### config.mk
export PLATFORM = sky130hd
export DESIGN_NAME = dcache_inval_seq
export DESIGN_NICKNAME = d
export VERILOG_FILES = /design/src/rtl/ariane_pkg.sv /design/src/rtl/std_cache_pkg.sv /design/src/rtl/dcache_inval_seq.sv
export SDC_FILE = /design/constraint.sdc
export NUM_CORES = 1
export LEC_CHECK = 0
export CAP_MARGIN = 20
export CORE_ASPECT_RATIO = 0.7
export CORE_UTILIZATION = 30
export DETAILED_ROUTE_END_ITERATION = 10
export HOLD_SLACK_MARGIN = 0.1
export PLACE_DENSITY = 0.6
export SLEW_MARGIN = 20
export SYNTH_ARGS = -nofsm -noshare
export SYNTH_HDL_FRONTEND = slang
export SYNTH_SLANG_ARGS = --single-unit
### constraint.sdc
create_clock -name clk_i -period 2.2 [get_ports clk_i]
set_input_delay 0.22 -clock clk_i [delete_from_list [all_inputs] [get_ports clk_i]]
set_output_delay 0.22 -clock clk_i [all_outputs]
set_load 0.01 [all_outputs]
### src/rtl/ariane_pkg.sv
// Shared L1 data-cache geometry constants used by the dcache blocks.
package ariane_pkg;

  localparam int unsigned DCACHE_INDEX_WIDTH = 12;
  localparam int unsigned DCACHE_BYTE_OFFSET = 4;
  localparam int unsigned DCACHE_SET_ASSOC   = 8;
  localparam int unsigned DCACHE_NUM_WORDS   = 2 ** (DCACHE_INDEX_WIDTH - DCACHE_BYTE_OFFSET);

endpackage : ariane_pkg

### src/rtl/std_cache_pkg.sv
// Types and constants shared by the standard write-back dcache blocks.
package std_cache_pkg;

  // Invalidate sequencer states; LINE is only reachable with single-line
  // invalidation enabled.
  typedef enum logic [2:0] {
    IDLE,
    QUIESCE,
    WALK,
    DONE,
    LINE
  } inval_state_e;

  // Width of the valid/dirty byte-enable vector: 8 byte lanes per way.
  localparam int unsigned DCACHE_VLDRTY_BE_W = ariane_pkg::DCACHE_SET_ASSOC * 8;

endpackage : std_cache_pkg

### src/rtl/dcache_inval_seq.sv
// dcache_inval_seq: clears valid/dirty of every dcache set by walking the
// index space through the SRAM arbiter. Runs after reset (init_ni low) and
// on a full-invalidate request, stalling the cache controllers meanwhile.
// Optional single-line invalidation: define DCACHE_INVAL_SINGLE_EN.
module dcache_inval_seq
  import std_cache_pkg::*;
#(
  parameter int unsigned NUM_SETS    = ariane_pkg::DCACHE_NUM_WORDS,
  parameter int unsigned INDEX_W     = ariane_pkg::DCACHE_INDEX_WIDTH,
  parameter int unsigned BYTE_OFFSET = ariane_pkg::DCACHE_BYTE_OFFSET,
  parameter int unsigned SET_ASSOC   = ariane_pkg::DCACHE_SET_ASSOC
) (
  input  logic                   clk_i,
  input  logic                   rst_i,
  input  logic                   init_ni,
  input  logic                   inval_req_i,
  output logic                   inval_ack_o,
  input  logic                   busy_i,
  output logic                   stall_o,
  output logic                   busy_o,
  output logic [SET_ASSOC-1:0]   req_o,
  output logic [INDEX_W-1:0]     addr_o,
  output logic                   we_o,
  output logic [SET_ASSOC*8-1:0] be_vldrty_o,
`ifdef DCACHE_INVAL_SINGLE_EN
  input  logic                   line_req_i,
  input  logic [INDEX_W-1:0]     line_addr_i,
  output logic                   line_ack_o,
`endif
  input  logic                   gnt_i
);

  localparam int unsigned IDX_W = $clog2(NUM_SETS);
  localparam logic [IDX_W-1:0] LAST_IDX = IDX_W'(NUM_SETS - 1);

  inval_state_e              state_q;
  logic [IDX_W-1:0]          idx_q;
  logic [IDX_W-1:0]          idx_d;
  logic                      pend_q;
  logic                      rst_rel_q;   // high only in the first cycle after reset release
  logic                      ack_q;
  logic                      stall_q;
  logic                      busy_q;
  logic [SET_ASSOC-1:0]      req_q;
  logic                      we_q;
  logic [SET_ASSOC*8-1:0]    be_q;
  logic [INDEX_W-1:0]        addr_q;
  logic                      take_req;    // full request may be latched into pend this cycle

`ifdef DCACHE_INVAL_SINGLE_EN
  logic                      line_q;
  logic [IDX_W-1:0]          line_idx_q;
  logic                      line_ack_q;
`endif

  // Next walk index and whether a full request may be recorded as pending.
  // NOTE: every signal driven in always_comb gets a value on every path,
  // otherwise synthesis infers a latch to hold the old value.
  always_comb begin
    idx_d    = idx_q + IDX_W'(1);
    take_req = inval_req_i;
`ifdef DCACHE_INVAL_SINGLE_EN
    // A full request arriving during a line operation waits in IDLE instead.
    take_req = inval_req_i && !line_q;
`endif
  end

  // Sequencer FSM with registered outputs; the index counter lives here too.
  // NOTE: sequential state uses non-blocking assignments so every register
  // samples the pre-edge values, independent of statement order.
  always_ff @(posedge clk_i) begin
    if (rst_i) begin
      state_q   <= IDLE;
      idx_q     <= '0;
      pend_q    <= 1'b0;
      rst_rel_q <= 1'b1;
      ack_q     <= 1'b0;
      stall_q   <= 1'b0;
      busy_q    <= 1'b0;
      req_q     <= '0;
      we_q      <= 1'b0;
      be_q      <= '0;
      addr_q    <= '0;
`ifdef DCACHE_INVAL_SINGLE_EN
      line_q     <= 1'b0;
      line_idx_q <= '0;
      line_ack_q <= 1'b0;
`endif
    end else begin
      rst_rel_q <= 1'b0;
      ack_q     <= 1'b0;
`ifdef DCACHE_INVAL_SINGLE_EN
      line_ack_q <= 1'b0;
`endif
      case (state_q)
        IDLE: begin
          if (inval_req_i || (rst_rel_q && !init_ni)) begin
            state_q <= QUIESCE;
            stall_q <= 1'b1;
            busy_q  <= 1'b1;
            pend_q  <= inval_req_i;
          end
`ifdef DCACHE_INVAL_SINGLE_EN
          else if (line_req_i) begin
            state_q    <= QUIESCE;
            stall_q    <= 1'b1;
            busy_q     <= 1'b1;
            line_q     <= 1'b1;
            line_idx_q <= line_addr_i[INDEX_W-1:BYTE_OFFSET];
          end
`endif
        end

        QUIESCE: begin
          if (take_req) pend_q <= 1'b1;
          if (!busy_i) begin
            req_q <= '1;
            we_q  <= 1'b1;
            be_q  <= '1;
`ifdef DCACHE_INVAL_SINGLE_EN
            if (line_q) begin
              state_q <= LINE;
              addr_q  <= INDEX_W'({line_idx_q, {BYTE_OFFSET{1'b0}}});
            end else
`endif
            begin
              state_q <= WALK;
              addr_q  <= INDEX_W'({idx_q, {BYTE_OFFSET{1'b0}}});
            end
          end
        end

        WALK: begin
          if (inval_req_i) pend_q <= 1'b1;
          // Terminal compare precedes the increment, so idx never wraps.
          if (gnt_i) begin
            if (idx_q == LAST_IDX) begin
              state_q <= DONE;
              req_q   <= '0;
              we_q    <= 1'b0;
              be_q    <= '0;
              addr_q  <= '0;
              idx_q   <= '0;
              // A request landing on the final grant is covered by this walk.
              ack_q   <= pend_q || inval_req_i;
            end else begin
              idx_q  <= idx_d;
              addr_q <= INDEX_W'({idx_d, {BYTE_OFFSET{1'b0}}});
            end
          end
        end

        DONE: begin
          state_q <= IDLE;
          stall_q <= 1'b0;
          busy_q  <= 1'b0;
          idx_q   <= '0;
          pend_q  <= 1'b0;
        end

        LINE: begin
`ifdef DCACHE_INVAL_SINGLE_EN
          if (gnt_i) begin
            state_q    <= IDLE;
            stall_q    <= 1'b0;
            busy_q     <= 1'b0;
            req_q      <= '0;
            we_q       <= 1'b0;
            be_q       <= '0;
            addr_q     <= '0;
            line_q     <= 1'b0;
            line_ack_q <= 1'b1;
          end
`else
          state_q <= IDLE;
`endif
        end

        default: state_q <= IDLE;
      endcase
    end
  end

  assign inval_ack_o = ack_q;
  assign stall_o     = stall_q;
  assign busy_o      = busy_q;
  assign req_o       = req_q;
  assign addr_o      = addr_q;
  assign we_o        = we_q;
  assign be_vldrty_o = be_q;
`ifdef DCACHE_INVAL_SINGLE_EN
  assign line_ack_o  = line_ack_q;
`endif

endmodule : dcache_inval_seq

==> metrics.txt <==
Yosys top cell area share=between 30 and 40%; HP Class=register to register; Clk Latency, worst-skew pair=270 ps; diode count=0; failing checks=design-rule violations; Combinational Power Share=63.1%; initial core utilization=31.0%; fraction of layout cells with a size suffix above 1=around 7.0%; GRT overflow=0; H-Tree Depth=1; top post-synthesis cells by count=79 x buf_4, 23 x dfxtp_1, 15 x a21oi_1; Hold Violations, Final=0; Core Region=0.00625 sq mm; Sw Ratio=37.0%; family with the most delay on the worst path=adder cells; relative max-transition margin=between 60 and 70%; Crit path arrival time=2080 ps; Leak=0.000828 uW; Fmax=536 MHz; Fin Setup TNS=0 ps; FF-to-FF End=idx_q[5]$_SDFFE_PP0P_; average cell area after synthesis=8.08 sq um; Layout Skew=1.90 ps; hpwl dp=between 3000 and 4000 um; CP max-delay cell=ha_1; Yosys reg bits=23; cell area after layout=0.00240 sq mm; Die Wd=between 90 and 100 um; all-layer global routing usage=12.4%; vias in the first global route=1251; vias=about 1500; max_cap viols=0; Top Ports=94; largest fanout on the critical path=10; Seq/Total Area, Yosys=23.7%; Worst Path Class, Setup=register to register; PnR worst setup slack=about 330 ps; Die ar.=0.00680 sq mm; I/O Buffers=89; Cell Rows=24; RD Place Congestion=0.838; largest net degree at the start of global routing=46; Critical R2R Launch=state_q[0]$_SDFFE_PP0P_; fin crit share=between 80% and 90%; flop-to-flop setup slack=around 330 ps; cts hold-fix bufs=0; share of total power in the clock network=12.8%; Root Buffer=clkbuf_8; drt pass-1 iters=8; wirelength, routed=4280 um; Area Overhead vs Synth=24.0%; Worst Hold Endpoint=addr_o[6]$_SDFFE_PP0P_; Crit. End Element=register; Final nets=269; Initial DRC Count=roughly 150; Setup-failing EPs final=0; final slew viol count=0; most used flip-flop cell after synthesis=dfxtp_1; first-pass GRT wire length=6730 um; Async SR Flop Fraction=0%; CTS tree=built; Worst Path Buf+Inv=2; Reg2Reg Depth=7; Ys Warns=0; cell taking the most area after synthesis=buf_4; # DRC=5; initial antenna violation count=0; Slew @ Worst Pin=~500 ps; vias per cell=4.52; post-CTS setup buffer count=0; RSZ-0062 raised after global routing=no; post_cts resized=0; DP Area=0.00236 sq mm; Post-Place Worst Slack=374 ps; most frequent cell after synthesis=buf_4; per-cell routed wire length=12.8 um; P_int=1330 uW; Synth area leaders=buf_4 31%, dfxtp_1 24%, a21oi_1 3.9%; pwr dens=slightly below 900 mW/mm^2; Hold Path Origin=addr_o[6]$_SDFFE_PP0P_; startpoint types=register; Synth cell types=45; Gate Count Post-Synth=240; clk buf depth=2; sequential share of power=between 20% and 30%; Hold Path Stages=2; Clock Pin Slew Worst Setup and Hold Paths=80 ps; crit-path max cell delay=410 ps; worst path required time=2410 ps; Mapped Area=just under 0.002 sq mm; TritonCTS Buffers=3; Final ANT Viol Nets=0; Switch Pwr=778 uW; Chip Height=69.3 um; fin crit period=1870 ps; run status=complete, but fails checks; VDD IR max=between 0.2 and 0.3 mV; CP cell instances=inv_1 > ha_1 > buf_4 > mux2i_1 > and2_1 > a21oi_1 > o21ai_1; EDFF count, synth=0; CTS Sinks=23
==> power groups by stage <==
stage	Combinational (uW)	Clock [uW]	Sequential (uW)
2_1_floorplan	959	0	585
3_5_place_dp	1330	0	516
5_1_grt	1410	296	514
3_3_place_gp	1340	0	511
4_1_cts	1340	279	507
6_report	1330	270	507
==> final cells by class <==
class,count,area (sq um)
clock buffer,3,41.3
sequential,23,462
fill,623,3840
inverter,9,33.8
timing repair buffer,95,936
multi-input combinational,125,830
tap,78,97.6
clock inverter,1,5.00
==> registers in the layout, indices dropped and copies added, names as in the netlist <==
signal,flops
addr_o,8
idx_q,8
state_q,2
busy_o,1
inval_ack_o,1
pend_q,1
req_o,1
rst_rel_q,1
==> through the flow <==
step	instances	power (uW)	utilization [%]	hold WS, ps
floorplan	243	1540	-	248
global placement	330	1850	37.8	444
detailed placement	330	1850	37.8	450
CTS	334	2120	38.5	462
global route	334	2220	38.5	500
finish	334	2100	38.5	461
==> layout by cell type, fill, tap and decap left out, drive strengths merged, types with 3 or more instances in the layout <==
master | synthesis | layout
buf | 85 | 6
nor2b | 4 | 4
inv | 9 | 9
nor3 | 6 | 6
o21ai | 8 | 8
conb | 1 | 4
nor3b | 3 | 3
clkdlybuf4s50 | 0 | 89
a21oi | 16 | 16
a211oi | 3 | 3
o211ai | 3 | 3
mux2i | 3 | 3
a22oi | 3 | 3
nand2 | 14 | 14
ha | 6 | 6
and2 | 3 | 3
nand2b | 5 | 5
dfxtp | 23 | 23
nor2 | 12 | 12
nand3 | 6 | 6
clkbuf | 1 | 3
nand4 | 3 | 3
o22ai | 3 | 3
==> worst max-delay path by stage <==
stage,startpoint,end,cells after the start
floorplan,req_o[6]$_SDFFE_PP0P_,be_vldrty_o[0],1
global placement,gnt_i,addr_o[5]$_SDFFE_PP0P_,5
detailed placement,state_q[0]$_SDFFE_PP0P_,idx_q[5]$_SDFFE_PP0P_,7
CTS,state_q[0]$_SDFFE_PP0P_,idx_q[5]$_SDFFE_PP0P_,7
global route,state_q[0]$_SDFFE_PP0P_,idx_q[5]$_SDFFE_PP0P_,7
finish,state_q[0]$_SDFFE_PP0P_,idx_q[5]$_SDFFE_PP0P_,7
==> worst min-delay path, delay by kind of cell, from the launching register on <==
family | cells | cell delay [ps]
AND/OR/NAND/NOR | 1 | 50
AO/OA/AOI/OAI | 1 | 50
flip-flops | 1 | 320
==> cell families (layout without fill, tap and decap cells) <==
| logic type | after synthesis | count (layout) | share of synthesized area [%] |
|---|---|---|---|
| buffers and inverters | 95 | 108 | 34.1 |
| and+or+nand+nor | 65 | 65 | 19.4 |
| AOI/OAI and AO/OA | 44 | 44 | 15.9 |
| DFF | 23 | 23 | 23.7 |
| adders and majority gates | 6 | 6 | 3.87 |
| xor gates and xnor gates | 3 | 3 | 1.36 |
| muxes | 3 | 3 | 1.55 |
| other | 1 | 4 | 0.193 |
==> metal layers <==
| layer | track usage [%] | share of wire (%) | vias to the layer above |
|---|---|---|---|
| li1 | - | - | 766 |
| met2 | 17.3 | 41 | 63 |
| met3 | 3.02 | 7.2 | 4 |
| met1 | 19.0 | 51 | 677 |
| met5 | 0 | 0 | - |
| met4 | 2.19 | 0.54 | 0 |
Power figures use the tool's default switching activity.
